`config.mk`:
```
export PLATFORM = sky130hd
export DESIGN_NAME = rm_ihpsg13_1p_banked_ctrl_flat
export DESIGN_NICKNAME = d
export VERILOG_FILES = /design/src/rtl/rm_ihpsg13_sram_pkg.sv /design/src/rtl/rm_ihpsg13_1p_banked_ctrl_if.sv /design/src/rtl/rm_ihpsg13_1p_banked_ctrl.sv /design/src/flat_wrapper.sv
export SDC_FILE = /design/constraint.sdc
export NUM_CORES = 1
export LEC_CHECK = 0
export CORE_ASPECT_RATIO = 1.1
export CORE_MARGIN = 3
export CORE_UTILIZATION = 40
export DETAILED_ROUTE_END_ITERATION = 10
export GPL_TIMING_DRIVEN = 1
export PLACE_DENSITY = 0.83
export SYNTH_ARGS = -nofsm -noshare
export SYNTH_HDL_FRONTEND = slang
export SYNTH_SLANG_ARGS = --single-unit
```
`constraint.sdc`:
```
create_clock -name A_CLK -period 2.2 [get_ports A_CLK]
set_input_delay 0.66 -clock A_CLK [delete_from_list [all_inputs] [get_ports A_CLK]]
set_output_delay 0.66 -clock A_CLK [all_outputs]
set_load 0.005 [all_outputs]
```
`src/rtl/rm_ihpsg13_sram_pkg.sv`:
```
// Shared types and helpers for the IHP SG13G2 SRAM front-end controllers.
package rm_ihpsg13_sram_pkg;

  localparam int unsigned MAX_DATA_W = 256;
  localparam int unsigned MAX_BE_W   = MAX_DATA_W / 8;

  typedef enum logic {
    IDLE  = 1'b0,
    MERGE = 1'b1
  } state_e;

  // Bank-select field width; a single bank still carries a 1-bit field.
  function automatic int unsigned bsel_w(input int unsigned num_banks);
    return (num_banks <= 1) ? 32'd1 : 32'($clog2(num_banks));
  endfunction

  // Per byte: take new_word where be is set, otherwise keep old_word.
  function automatic logic [MAX_DATA_W-1:0] byte_merge(
    input logic [MAX_DATA_W-1:0] old_word,
    input logic [MAX_DATA_W-1:0] new_word,
    input logic [MAX_BE_W-1:0]   be
  );
    logic [MAX_DATA_W-1:0] m;
    m = old_word;
    for (int i = 0; i < int'(MAX_BE_W); i++) begin
      if (be[i]) m[i*8 +: 8] = new_word[i*8 +: 8];
    end
    return m;
  endfunction

endpackage

```
`src/rtl/rm_ihpsg13_1p_banked_ctrl_if.sv`:
```
// SoC-side req/gnt/rvalid memory port of the banked single-port SRAM controller.
interface rm_ihpsg13_1p_banked_ctrl_if
  import rm_ihpsg13_sram_pkg::*;
#(
  parameter int unsigned DATA_W    = 32,
  parameter int unsigned BANK_AW   = 13,
  parameter int unsigned NUM_BANKS = 2
);
  localparam int unsigned BE_W = DATA_W / 8;
  localparam int unsigned AW   = BANK_AW + bsel_w(NUM_BANKS);

  logic              A_REQ;
  logic              A_GNT;
  logic              A_WE;
  logic [BE_W-1:0]   A_BE;
  logic [AW-1:0]     A_ADDR;
  logic [DATA_W-1:0] A_WDATA;
  logic              A_RVALID;
  logic [DATA_W-1:0] A_RDATA;
  logic              A_ERR;

  modport master (
    output A_REQ, A_WE, A_BE, A_ADDR, A_WDATA,
    input  A_GNT, A_RVALID, A_RDATA, A_ERR
  );

  modport slave (
    input  A_REQ, A_WE, A_BE, A_ADDR, A_WDATA,
    output A_GNT, A_RVALID, A_RDATA, A_ERR
  );
endinterface

```
`src/rtl/rm_ihpsg13_1p_banked_ctrl.sv`:
```
// Front-end for NUM_BANKS single-port SG13G2 SRAM macros: handshake, bank decode,
// and byte-enable writes via an internal read-modify-write.
module rm_ihpsg13_1p_banked_ctrl
  import rm_ihpsg13_sram_pkg::*;
#(
  parameter int unsigned DATA_W    = 32,
  parameter int unsigned BANK_AW   = 13,
  parameter int unsigned NUM_BANKS = 2
) (
  input  logic                          A_CLK,
  input  logic                          A_RST,
  rm_ihpsg13_1p_banked_ctrl_if.slave    a_if,
  output logic [NUM_BANKS-1:0]          M_MEN,
  output logic [NUM_BANKS-1:0]          M_WEN,
  output logic [NUM_BANKS-1:0]          M_REN,
  output logic [BANK_AW-1:0]            M_ADDR,
  output logic [DATA_W-1:0]             M_DIN,
  output logic                          M_DLY,
  input  logic [NUM_BANKS*DATA_W-1:0]   M_DOUT
);

  localparam int unsigned BE_W   = DATA_W / 8;
  localparam int unsigned BSEL_W = bsel_w(NUM_BANKS);
  localparam int unsigned AW     = BANK_AW + BSEL_W;

  state_e              state_q, state_d;
  logic [BSEL_W-1:0]   req_bank, bank_q, rd_bank_q;
  logic [BANK_AW-1:0]  req_row, row_q;
  logic [BE_W-1:0]     be_q;
  logic [DATA_W-1:0]   wdata_q;
  logic [NUM_BANKS-1:0] req_sel, merge_sel;
  logic [DATA_W-1:0]   merge_old, rd_word;
  logic                bank_hit, be_full, be_zero, gnt;
  logic                rvalid_q, err_q, rd_q;

  assign req_bank = a_if.A_ADDR[AW-1:BANK_AW];
  assign req_row  = a_if.A_ADDR[BANK_AW-1:0];
  assign be_full  = &a_if.A_BE;
  assign be_zero  = ~|a_if.A_BE;
  assign bank_hit = |req_sel;
  assign M_DLY    = 1'b1;

  // Bank decode and read-data steering; out-of-range banks select nothing.
  always_comb begin
    req_sel   = '0;
    merge_sel = '0;
    merge_old = '0;
    rd_word   = '0;
    for (int b = 0; b < int'(NUM_BANKS); b++) begin
      req_sel[b]   = (req_bank == BSEL_W'(b));
      merge_sel[b] = (bank_q == BSEL_W'(b));
      if (bank_q == BSEL_W'(b))    merge_old = M_DOUT[b*DATA_W +: DATA_W];
      if (rd_bank_q == BSEL_W'(b)) rd_word   = M_DOUT[b*DATA_W +: DATA_W];
    end
  end

  // Next state and macro strobes; MERGE blocks new grants for one cycle.
  always_comb begin
    state_d = state_q;
    gnt     = 1'b0;
    M_MEN   = '0;
    M_WEN   = '0;
    M_REN   = '0;
    M_ADDR  = req_row;
    M_DIN   = a_if.A_WDATA;
    case (state_q)
      IDLE: begin
        gnt = a_if.A_REQ && !A_RST;
        if (gnt && bank_hit) begin
          if (!a_if.A_WE) begin
            M_MEN = req_sel;
            M_REN = req_sel;
          end else if (be_full) begin
            M_MEN = req_sel;
            M_WEN = req_sel;
          end else if (!be_zero) begin
            M_MEN   = req_sel;
            M_REN   = req_sel;
            state_d = MERGE;
          end
        end
      end
      MERGE: begin
        state_d = IDLE;
        M_ADDR  = row_q;
        M_DIN   = DATA_W'(byte_merge(MAX_DATA_W'(merge_old), MAX_DATA_W'(wdata_q),
                                     MAX_BE_W'(be_q)));
        if (!A_RST) begin
          M_MEN = merge_sel;
          M_WEN = merge_sel;
        end
      end
      default: state_d = IDLE;
    endcase
  end

  // State, captured write context and response registers.
  always_ff @(posedge A_CLK) begin
    if (A_RST) begin
      state_q   <= IDLE;
      rvalid_q  <= 1'b0;
      err_q     <= 1'b0;
      rd_q      <= 1'b0;
      rd_bank_q <= '0;
      bank_q    <= '0;
      row_q     <= '0;
      be_q      <= '0;
      wdata_q   <= '0;
    end else begin
      state_q   <= state_d;
      rvalid_q  <= (gnt && (state_d == IDLE)) || (state_q == MERGE);
      err_q     <= gnt && !bank_hit;
      rd_q      <= gnt && !a_if.A_WE && bank_hit;
      rd_bank_q <= req_bank;
      if (gnt) begin
        bank_q  <= req_bank;
        row_q   <= req_row;
        be_q    <= a_if.A_BE;
        wdata_q <= a_if.A_WDATA;
      end
    end
  end

  assign a_if.A_GNT    = gnt;
  assign a_if.A_RVALID = rvalid_q;
  assign a_if.A_ERR    = rvalid_q && err_q;
  assign a_if.A_RDATA  = (rvalid_q && rd_q) ? rd_word : '0;

endmodule
```
`src/flat_wrapper.sv`:
```
// flat-port wrapper written by rule: the top's interface ports become plain ports
module rm_ihpsg13_1p_banked_ctrl_flat import rm_ihpsg13_sram_pkg::*;
#(
  parameter int unsigned DATA_W    = 32,
  parameter int unsigned BANK_AW   = 13,
  parameter int unsigned NUM_BANKS = 2
)
  (A_CLK, A_RST, M_MEN, M_WEN, M_REN, M_ADDR, M_DIN, M_DLY, M_DOUT, a_if_A_REQ, a_if_A_WE, a_if_A_BE, a_if_A_ADDR, a_if_A_WDATA, a_if_A_GNT, a_if_A_RVALID, a_if_A_RDATA, a_if_A_ERR);
  rm_ihpsg13_1p_banked_ctrl_if #(.DATA_W(DATA_W), .BANK_AW(BANK_AW), .NUM_BANKS(NUM_BANKS)) a_if_i ();
  input  logic A_CLK;
  input  logic A_RST;
  output logic [NUM_BANKS-1:0] M_MEN;
  output logic [NUM_BANKS-1:0] M_WEN;
  output logic [NUM_BANKS-1:0] M_REN;
  output logic [BANK_AW-1:0] M_ADDR;
  output logic [DATA_W-1:0] M_DIN;
  output logic M_DLY;
  input  logic [NUM_BANKS*DATA_W-1:0] M_DOUT;
  input wire logic [$bits(a_if_i.A_REQ)-1:0] a_if_A_REQ;
  input wire logic [$bits(a_if_i.A_WE)-1:0] a_if_A_WE;
  input wire logic [$bits(a_if_i.A_BE)-1:0] a_if_A_BE;
  input wire logic [$bits(a_if_i.A_ADDR)-1:0] a_if_A_ADDR;
  input wire logic [$bits(a_if_i.A_WDATA)-1:0] a_if_A_WDATA;
  output wire logic [$bits(a_if_i.A_GNT)-1:0] a_if_A_GNT;
  output wire logic [$bits(a_if_i.A_RVALID)-1:0] a_if_A_RVALID;
  output wire logic [$bits(a_if_i.A_RDATA)-1:0] a_if_A_RDATA;
  output wire logic [$bits(a_if_i.A_ERR)-1:0] a_if_A_ERR;
  assign a_if_i.A_REQ = a_if_A_REQ;
  assign a_if_i.A_WE = a_if_A_WE;
  assign a_if_i.A_BE = a_if_A_BE;
  assign a_if_i.A_ADDR = a_if_A_ADDR;
  assign a_if_i.A_WDATA = a_if_A_WDATA;
  assign a_if_A_GNT = a_if_i.A_GNT;
  assign a_if_A_RVALID = a_if_i.A_RVALID;
  assign a_if_A_RDATA = a_if_i.A_RDATA;
  assign a_if_A_ERR = a_if_i.A_ERR;
  rm_ihpsg13_1p_banked_ctrl #(.DATA_W(DATA_W), .BANK_AW(BANK_AW), .NUM_BANKS(NUM_BANKS)) u_core (.A_CLK(A_CLK), .A_RST(A_RST), .a_if(a_if_i), .M_MEN(M_MEN), .M_WEN(M_WEN), .M_REN(M_REN), .M_ADDR(M_ADDR), .M_DIN(M_DIN), .M_DLY(M_DLY), .M_DOUT(M_DOUT));
endmodule
```
==> metrics.md <==
| Metric | Value |
|---|---|
| RSZ-0062 raised after global routing | `true` |
| Seq pwr share | `40.2%` |
| Global-route wire length before repair | `22.7 mm` |
| Worst path bufs/invs | `3` |
| Sw frac | `29.1%` |
| Worst hold-check path type | `flip-flop to flip-flop` |
| Period utilization | `107%` |
| DRC errors left | `0` |
| Slew margin rel. | `62.1%` |
| Filler Cells Inserted | `664` |
| Post-synth top area share | `29.0%` |
| Top_reg_cell synth | `dfxtp_1` |
| WHS Path Cells | `2` |
| Critical path's top delay family | `multiplexers` |
| Final min period | `approximately 2.3 ns` |
| CP max-delay cell | `dfxtp_4` |
| Clock Sink Count | `54` |
| Worst ir drop on vdd | `0.252 mV` |
| # IOs | `205` |
| Startpoint Class | `flip-flop` |
| Placeable Area | `between 0.008 and 0.009 mm2` |
| Initial Util | `41.6%` |
| Post-synthesis async set-or-reset flop share | `0%` |
| Avg Cell Area, Syn | `7.74 um2` |
| Leak | `2.98 nW` |
| Top-count cell post-synth | `nand2_1` |
| Max Cap Viol | `0` |
| Layout Skew | `0.00720 ns` |
| Final core utilization | `75.1%` |
| Vias in the first global route | `4,633` |
| Cell Rows | `36` |
| Switching Power | `0.000776 W` |
| Clock share of power | `21.5%` |
| Yosys cell types | `28` |
| Drt pass-1 iters | `4` |
| Routed WL per cell | `between 15 and 20 um` |
| Area Overhead vs Synth | `80.4%` |
| Synth Instances | `just under 500` |
| Crit path required time | `1.54 ns` |
| Worst-path clk slew | `0.09 ns` |
| Total GRT Usage | `26.6%` |
| Fin Setup TNS | `-2.70 ns` |
| Crit path top cell by count | `buf_6` |
| Nets | `854` |
| Die W | `between 90 and 100 um` |
| Crit Path Class | `flip-flop to output pin` |
| Pre-CTS setup slack | `-0.816 ns` |
| Post-Syn Nets | `600` |
| Total global routing overflow | `0` |
| Via/cell ratio | `~5.2` |
| Worst-skew pair later-pin latency | `roughly 0.3 ns` |
| Clock Path Buffers | `2` |
| Gpl congestion | `0.869` |
| Mapped Area | `around 0.0037 mm2` |
| Max Fanout on Critical Path | `6` |
| Share of layout cells above drive strength 1 | `33.1%` |
| Final setup fails | `36` |
| Int Power | `0.00189 W` |
| Crit end category | `output pin` |
| Logic pwr share | `38.3%` |
| Arr. time, crit path | `1.69 ns` |
| Most frequent cells after synthesis | `136 x nand2_1, 64 x mux2i_1, 54 x dfxtp_1` |
| F_max | `426 MHz` |
| Synth area leader | `dfxtp_1` |
| Max Slew Vio Count | `0` |
| Die height | `107 um` |
| Ranking of synthesized cells by area | `dfxtp_1 29%, mux2i_1 17%, nand2_1 14%` |
| Status | `finished with violations` |
| Initial antenna violation count | `0` |
| Failing checks | `setup timing` |
| DP HPWL | `9.58 mm` |
| Iteration-0 DRC Markers | `roughly 180` |
| Register Area | `between 0.001 and 0.0015 mm2` |
| Area occupied by multi-input gates | `0.00260 mm2` |
| Worst slew pin tran | `approximately 0.57 ns` |
| CP Depth | `6` |
| PnR Total Power | `0.00267 W` |
| Die ar. | `0.0105 mm2` |
| Root Buffer | `clkbuf_8` |
| TritonCTS clock tree | `yes` |
| Worst setup slack after layout | `-0.148 ns` |
| DRT Wirelength | `15.0 mm` |
| H-Tree Depth | `2` |
| Crit path cell chain | `buf_12, buf_6, mux2i_4, o21ai_1, mux2_4, buf_6` |
| ANT nets after route | `0` |
| IO buf count | `between 200 and 250` |
| Sequential area share after synthesis | `29.0%` |
| Post-synth EDFFs | `0` |
| Worst R2R Path Depth | `5` |
| Pwr dens | `~400 mW/mm2` |
| Synth Warn # | `0` |
| Antenna diodes | `0` |
| Final hold vios | `0` |
| Vias | `4,438` |
| Slowest stage delay, CP | `0.45 ns` |
| Seq cells post-synth | `54` |
| Pin count of the biggest net entering global routing | `between 50 and 60` |
| Cts bufs inserted | `5` |
-- timing repair --
item,CTS,global route
hold buffers,0,0
gates resized for setup,408,79
pin swaps,17,27
endpoints found under the hold margin,0,0
gates cloned,7,1
setup endpoints to repair,84,61
setup buffers,24,19
-- area by class of cell --
class                      count  share of cell area (%)
multi-input combinational    382                    38.7
clock buffer                   6                    1.23
sequential                    54                    16.2
clock inverter                 2                   0.186
tap                          114                    2.12
inverter                       1                  0.0558
timing repair buffer         292                    41.5
-- worst paths after layout --
kind / to / from / slack [ns]
worst max-delay path: M_DIN[31] / u_core.bank_q / -0.15
worst min-delay path: u_core.wdata_q[6] / u_core.wdata_q[6] / 0.46
worst max register to register: u_core.wdata_q[3] / u_core.state_q / 0.55
worst min register to register: u_core.wdata_q[6] / u_core.wdata_q[6] / 0.46
-- metrics by stage --
stage | std cells | hold slack (ns) | area [um2]
final | 851 | 0.461 | 6730
after global routing | 851 | 0.484 | 6730
after CTS | 838 | 0.459 | 6550
after detailed placement | 800 | 0.447 | 6030
after global placement | 800 | 0.439 | 6030
after floorplan | 482 | 0.433 | 3730
-- layout by cell type (no fill, tap or decap), drive strengths merged, types with 2 or more instances in the layout --
| cell type | Yosys | layout |
|---|---|---|
| conb | 2 | 2 |
| clkbuf | 8 | 23 |
| a21oi | 52 | 52 |
| o22ai | 4 | 4 |
| clkdlybuf4s50 | 0 | 39 |
| dlygate4sd2 | 0 | 85 |
| nor2 | 34 | 34 |
| nand2b | 3 | 3 |
| dfxtp | 54 | 54 |
| buf | 37 | 134 |
| bufbuf | 0 | 2 |
| mux2 | 45 | 45 |
| clkdlybuf4s15 | 0 | 15 |
| nand2 | 136 | 136 |
| o21ai | 32 | 32 |
| mux2i | 64 | 64 |
| nor2b | 2 | 2 |
-- power groups by stage --
stage,clock [W],combinational [W],sequential (W)
detailed placement,0,0.000881,0.00109
global placement,0,0.000856,0.00109
global route,0.000620,0.00109,0.00108
finish,0.000574,0.00102,0.00107
CTS,0.000589,0.000951,0.00107
floorplan,0,0.000393,0.00108
-- registers in the layout, indices dropped and copies added, names as in the netlist --
signal	cells
u_core.state_q	1
u_core.bank_q	1
u_core.row_q	13
u_core.a_if.A_RVALID	1
u_core.rd_q	1
u_core.be_q	4
u_core.rd_bank_q	1
u_core.wdata_q	32
-- kinds of logic after synthesis --
| kind of cell | count (synthesis) | share of synthesized area, % |
|---|---|---|
| buf+inv | 46 | 8.39 |
| compound gates | 89 | 12.2 |
| other cells | 2 | 0.201 |
| mux | 109 | 30.8 |
| flops | 54 | 29.0 |
| simple gates | 182 | 19.5 |
-- metal layers --
layer / wire length, um / global-route usage (%) / up-vias
li1: - / - / 2136
met1: 5750 / 28.5 / 2105
met2: 8010 / 51.2 / 173
met3: 898 / 4.93 / 24
met4: 382 / 9.89 / 0
met5: 0 / 0 / -
-- worst reg2reg max path: stages, from the launching register on --
cell	delay, ns
dfxtp_4	0.42
bufbuf_16	0.32
nand2b_2	0.29
buf_12	0.25
nand2_1	0.11
a21oi_1	0.17
No activity file was read; power rests on OpenSTA's default activity.
